File: src/rtl/t05_pkg.sv
// Shared constants, FSM state type and tag-to-address helper for the Huffman
// tree node builder.
package t05_pkg;

    localparam logic [8:0] NULL_TAG  = 9'h180;
    localparam logic [9:0] HIST_BASE = 10'd0;
    localparam logic [9:0] SUM_BASE  = 10'd256;
    localparam logic [9:0] NODE_BASE = 10'd512;
    localparam logic [7:0] MAX_NODES = 8'd128;

    typedef enum logic [2:0] {
        IDLE,
        LATCH,
        WR_NODE,
        WR_SUM,
        WIPE1,
        WIPE2,
        RESTART,
        DONE
    } state_t;

    // Leaves live in the histogram, internal nodes in the sum table.
    function automatic logic [9:0] tagAddr(input logic [8:0] tag);
        if (tag[8]) begin
            tagAddr = SUM_BASE + {3'b000, tag[6:0]};
        end else begin
            tagAddr = HIST_BASE + {2'b00, tag[7:0]};
        end
    endfunction

endpackage

File: src/rtl/t05_tree_node_builder.sv
// Builds one Huffman tree node per least-value pass: records the node and its
// weight in SRAM, zeroes the two consumed entries, then asks for a new pass.
module t05_tree_node_builder
    import t05_pkg::*;
(
    input  logic        clk,
    input  logic        rst,
    input  logic        flv_fin,
    input  logic [8:0]  least1,
    input  logic [8:0]  least2,
    input  logic [63:0] sum,
    output logic        mem_wr,
    output logic [9:0]  mem_addr,
    output logic [63:0] mem_wdata,
    input  logic        mem_busy,
    output logic        flv_restart,
    output logic        HTREE_complete,
    output logic [8:0]  root,
    output logic [7:0]  node_count,
    output logic        err
);

    state_t      state_q, state_d;
    logic [8:0]  least1_q, least1_d;
    logic [8:0]  least2_q, least2_d;
    logic [63:0] sum_q, sum_d;
    logic [7:0]  nodeCount_q, nodeCount_d;
    logic [8:0]  root_q, root_d;
    logic        err_q, err_d;
    logic        htreeComplete_q, htreeComplete_d;

    always_ff @(posedge clk or posedge rst) begin
        if (rst) begin
            state_q         <= IDLE;
            least1_q        <= '0;
            least2_q        <= '0;
            sum_q           <= '0;
            nodeCount_q     <= '0;
            root_q          <= NULL_TAG;
            err_q           <= 1'b0;
            htreeComplete_q <= 1'b0;
        end else begin
            state_q         <= state_d;
            least1_q        <= least1_d;
            least2_q        <= least2_d;
            sum_q           <= sum_d;
            nodeCount_q     <= nodeCount_d;
            root_q          <= root_d;
            err_q           <= err_d;
            htreeComplete_q <= htreeComplete_d;
        end
    end

    // Memory outputs come straight from state and latched tags, so they stay
    // put while the SRAM stalls and vanish at once when reset hits.
    always_comb begin
        state_d         = state_q;
        least1_d        = least1_q;
        least2_d        = least2_q;
        sum_d           = sum_q;
        nodeCount_d     = nodeCount_q;
        root_d          = root_q;
        err_d           = err_q;
        htreeComplete_d = 1'b0;
        mem_wr          = 1'b0;
        mem_addr        = '0;
        mem_wdata       = '0;
        flv_restart     = 1'b0;

        case (state_q)
            IDLE: begin
                if (flv_fin) begin
                    state_d  = LATCH;
                    least1_d = least1;
                    least2_d = least2;
                    sum_d    = sum;
                end
            end
            LATCH: begin
                if (least1_q == NULL_TAG) begin
                    state_d         = DONE;
                    err_d           = 1'b1;
                    root_d          = NULL_TAG;
                    htreeComplete_d = 1'b1;
                end else if (least2_q == NULL_TAG) begin
                    state_d         = DONE;
                    root_d          = least1_q;
                    htreeComplete_d = 1'b1;
                end else if (nodeCount_q == MAX_NODES) begin
                    state_d         = DONE;
                    err_d           = 1'b1;
                    root_d          = NULL_TAG;
                    htreeComplete_d = 1'b1;
                end else begin
                    state_d = WR_NODE;
                end
            end
            WR_NODE: begin
                mem_wr    = 1'b1;
                mem_addr  = NODE_BASE + {2'b00, nodeCount_q};
                mem_wdata = {46'b0, least1_q, least2_q};
                if (!mem_busy) state_d = WR_SUM;
            end
            WR_SUM: begin
                mem_wr    = 1'b1;
                mem_addr  = SUM_BASE + {2'b00, nodeCount_q};
                mem_wdata = sum_q;
                if (!mem_busy) state_d = WIPE1;
            end
            WIPE1: begin
                mem_wr   = 1'b1;
                mem_addr = tagAddr(least1_q);
                if (!mem_busy) state_d = WIPE2;
            end
            WIPE2: begin
                mem_wr   = 1'b1;
                mem_addr = tagAddr(least2_q);
                if (!mem_busy) begin
                    state_d = RESTART;
                    if (nodeCount_q < MAX_NODES) nodeCount_d = nodeCount_q + 8'd1;
                end
            end
            RESTART: begin
                flv_restart = 1'b1;
                state_d     = IDLE;
            end
            DONE: begin
                state_d = DONE;
            end
            default: begin
                state_d = IDLE;
            end
        endcase
    end

    assign HTREE_complete = htreeComplete_q;
    assign root           = root_q;
    assign node_count     = nodeCount_q;
    assign err            = err_q;

endmodule

File: config.mk
export PLATFORM = sky130hd
export DESIGN_NAME = t05_tree_node_builder
export DESIGN_NICKNAME = d
export VERILOG_FILES = /design/src/rtl/t05_pkg.sv /design/src/rtl/t05_tree_node_builder.sv
export SDC_FILE = /design/constraint.sdc
export NUM_CORES = 1
export LEC_CHECK = 0
export CAP_MARGIN = 20
export CELL_PAD_IN_SITES_DETAIL_PLACEMENT = 1
export CELL_PAD_IN_SITES_GLOBAL_PLACEMENT = 2
export CORE_ASPECT_RATIO = 1.2
export CORE_MARGIN = 4
export CORE_UTILIZATION = 26
export CTS_BUF_LIST = sky130_fd_sc_hd__clkbuf_2
export DETAILED_ROUTE_END_ITERATION = 12
export PLACE_DENSITY = 0.89
export SETUP_SLACK_MARGIN = 0.1
export SLEW_MARGIN = 10
export SYNTH_ARGS = -nofsm -noshare
export SYNTH_HDL_FRONTEND = slang
export SYNTH_SLANG_ARGS = --single-unit
File: constraint.sdc
create_clock -name clk -period 3 [get_ports clk]
set_clock_uncertainty 0.2 [all_clocks]
set_input_delay 0.3 -clock clk [delete_from_list [all_inputs] [get_ports clk]]
set_output_delay 0.3 -clock clk [all_outputs]
set_load 0.02 [all_outputs]
==> results.yml <==
power:
  p_seq_share_pct: 37.6
  p_leak_uw: 0.00361
  ir_drop_mv: 0.345
  power.density_nw_per_um2: 889
  p_sw_uw: 2790
  swShare_pct: 41.4
  internal_power_uw: 3940
  total_power_uw: 6730
  pwr-share-clk_pct: 10.1
  comb_power_share_pct: 52.3
die:
  io_pins: 181
  start_util_pct: 26.8
  rows: 54
  die_area_um2: 21200
  die_y_um: 159
  die_x_um: 134
  coreArea_um2: 18400
finish:
  fin_nets: 727
  syn_to_final_growth_pct: 53.8
  register_area_um2: 2610
  fin_cells: 896
  drive_gt1_share_pct: 21.1
  multi_input_area_um2: 2160
  final_common_cell: "clkdlybuf4s50_1"
  mostFrequentLayoutCells: "clkdlybuf4s50_1 (118), dfrtp_1 (99), mux2_2 (82), and3_1 (47), dlygate4sd2_1 (46)"
  fillers: 2048
  n_antenna_cell: 0
sta:
  hold_slack_ps: 105
  slew_headroom_pct: 54.7
  setup_viol: 0
  fin_tns_setup_ps: 0
  worstMarginPinSlew_ps: 678
  clock.fmax_ghz: 0.364
  maxSlewViolCount: 0
  grt_setup_unrepaired: "yes"
  fin_crit_sh_pct: 91.7
  finalHoldViolCount: 0
  period_needed_ps: 2750
synthesis:
  ys_warn_count: 0
  synth_area_um2: 4920
  syn_area_per_cell_um2: 11.7
  yosysUniqueCellTypes: 41
  ys_seq_elements: 104
  synthCells: 422
  synth_edf_count: 0
  synth_flop_cell: "dfrtp_1"
  synth-async-reset-ratio_pct: 100
  ys_seq_area_share_pct: 52.9
  syn_nets: 510
drt:
  wirelength_mm: 17.0
  vias_per_cell: 4.68
  drt_iter0_drc: 163
  drc: 0
  ant_nets: 0
  wl_per_cell_um: 19.0
  vias: 4196
  drt_first_pass_iters: 4
cts:
  cts_buffers: 9
  clk_pin_slew_ps: 290
  cts.sink_count: 104
  tritoncts: "yes"
  root_buffer: "clkbuf_2"
  cts_max_level: 3
  clock_latency_ps: 600
  cts_buffer_depth: 2
critical_path:
  rrSetupSlack_ps: 660
  crit_fanout: 19
  cp.required_ps: 2500
  arrival_ps: 2250
  critPathTopFamily: "buffers and inverters"
  crit_path_end_kind: "primary output"
  startpoint_type: "flop"
  crit_chain: "buf_12, nor2b_2, a21oi_1, nor2_1, clkdlybuf4s50_1"
  critPathKind: "flop to primary output"
  critPathSlowestCell: "clkdlybuf4s50_1"
  critical_path_buf_inv_count: 2
  cp_slowest_stage_delay_ps: 610
place:
  dp_hpwl_mm: 12.1
  port_buffers: 180
  gp_congestion: 0.792
  dp.cells: 835
global_route:
  antenna_found_initial: 1
  grt_pass1_wl_mm: 26.0
  grt_usage_pct: 15.4
  grt_max_degree: 70
  grt_pass1_vias: 4573
  grt_overflow: 0
hold_path:
  hold_class: "input pin to flop"
job:
  maxCapViolations: 0
run_status:
  status: "completed"
## cell usage after synthesis, types with 4 or more instances
master	count	area, um^2
a21oi_1	20	100
and3_1	47	294
buf_2	7	35.0
buf_6	8	90.1
clkbuf_1	12	45.0
dfrtp_1	102	2550
inv_1	4	15.0
mux2_2	82	923
mux2i_1	10	100
nand2_1	30	113
nor2_1	27	101
nor2b_1	11	68.8
o21ai_0	15	75.1
xnor2_1	6	52.6
## final cells by class
class | count | share of cell area, %
Multi-Input combinational cell | 285 | 28.5
Clock buffer | 10 | 0.661
Timing Repair Buffer | 235 | 31.1
Tap cell | 252 | 4.17
Clock inverter | 6 | 0.794
Inverter | 4 | 0.248
Sequential cell | 104 | 34.5
## per-stage QoR
stage	worst slack (ps)	cell area, um^2	utilization [%]
after floorplan	1100	4930	-
after global placement	389	7000	38.1
after detailed placement	281	7000	38.1
after CTS	4.20	7190	39.1
after global routing	80.0	7570	41.2
final	250	7570	41.2
## power groups by stage
stage | Combinational (uW) | Clock [uW] | Sequential (uW)
2_1_floorplan | 2100 | 0 | 2390
3_3_place_gp | 3340 | 0 | 2540
3_5_place_dp | 3440 | 0 | 2590
4_1_cts | 3480 | 722 | 2530
5_1_grt | 3810 | 796 | 2610
6_report | 3520 | 681 | 2530
## state kept, by name (all words and copies together) (netlist names)
name,flops
err,1
node_count,8
HTREE_complete,1
sum_q,64
least1_q,9
least2_q,9
root,9
state_q,3
## timing repair
item | 4_1_cts | 5_1_grt
hold buffers | 6 | 31
resized for setup | 65 | 18
hold endpoints to repair | 28 | 31
gates cloned | 0 | 1
buffers inserted | 6 | 1
endpoints found under the setup margin | 75 | 16
## logic make-up (layout without fill, tap and decap cells)
kind of cell    after synthesis  in the layout  synth area share, %
xor+xnor                      6              6                 1.07
mux                          92             92                 20.8
flops                       104            104                 52.9
simple gates                138            138                 15.4
fa+ha+maj                     2              2                0.508
compound gates               47             47                 5.36
buf+inv                      33            255                 3.99
## metal layers
metal	vias up	GRT usage (%)	part of all wire [%]
met2	144	27.1	52
met4	2	3.79	1.1
li1	1923	-	-
met5	-	0	0.076
met3	15	5.76	7.1
met1	2112	17.6	39
## final timing paths
path	depth (start not counted)	start	endpoint
max reg2reg	5	state_q[0]	sum_q[52]
min	2	sum[44]	sum_q[44]
max in group asynchronous	4	rst	sum_q[15]
max	5	state_q[0]	mem_wdata[12]
min in group asynchronous	3	rst	least1_q[4]
min reg2reg	1	sum_q[44]	sum_q[44]
Power figures use the tool's default switching activity.
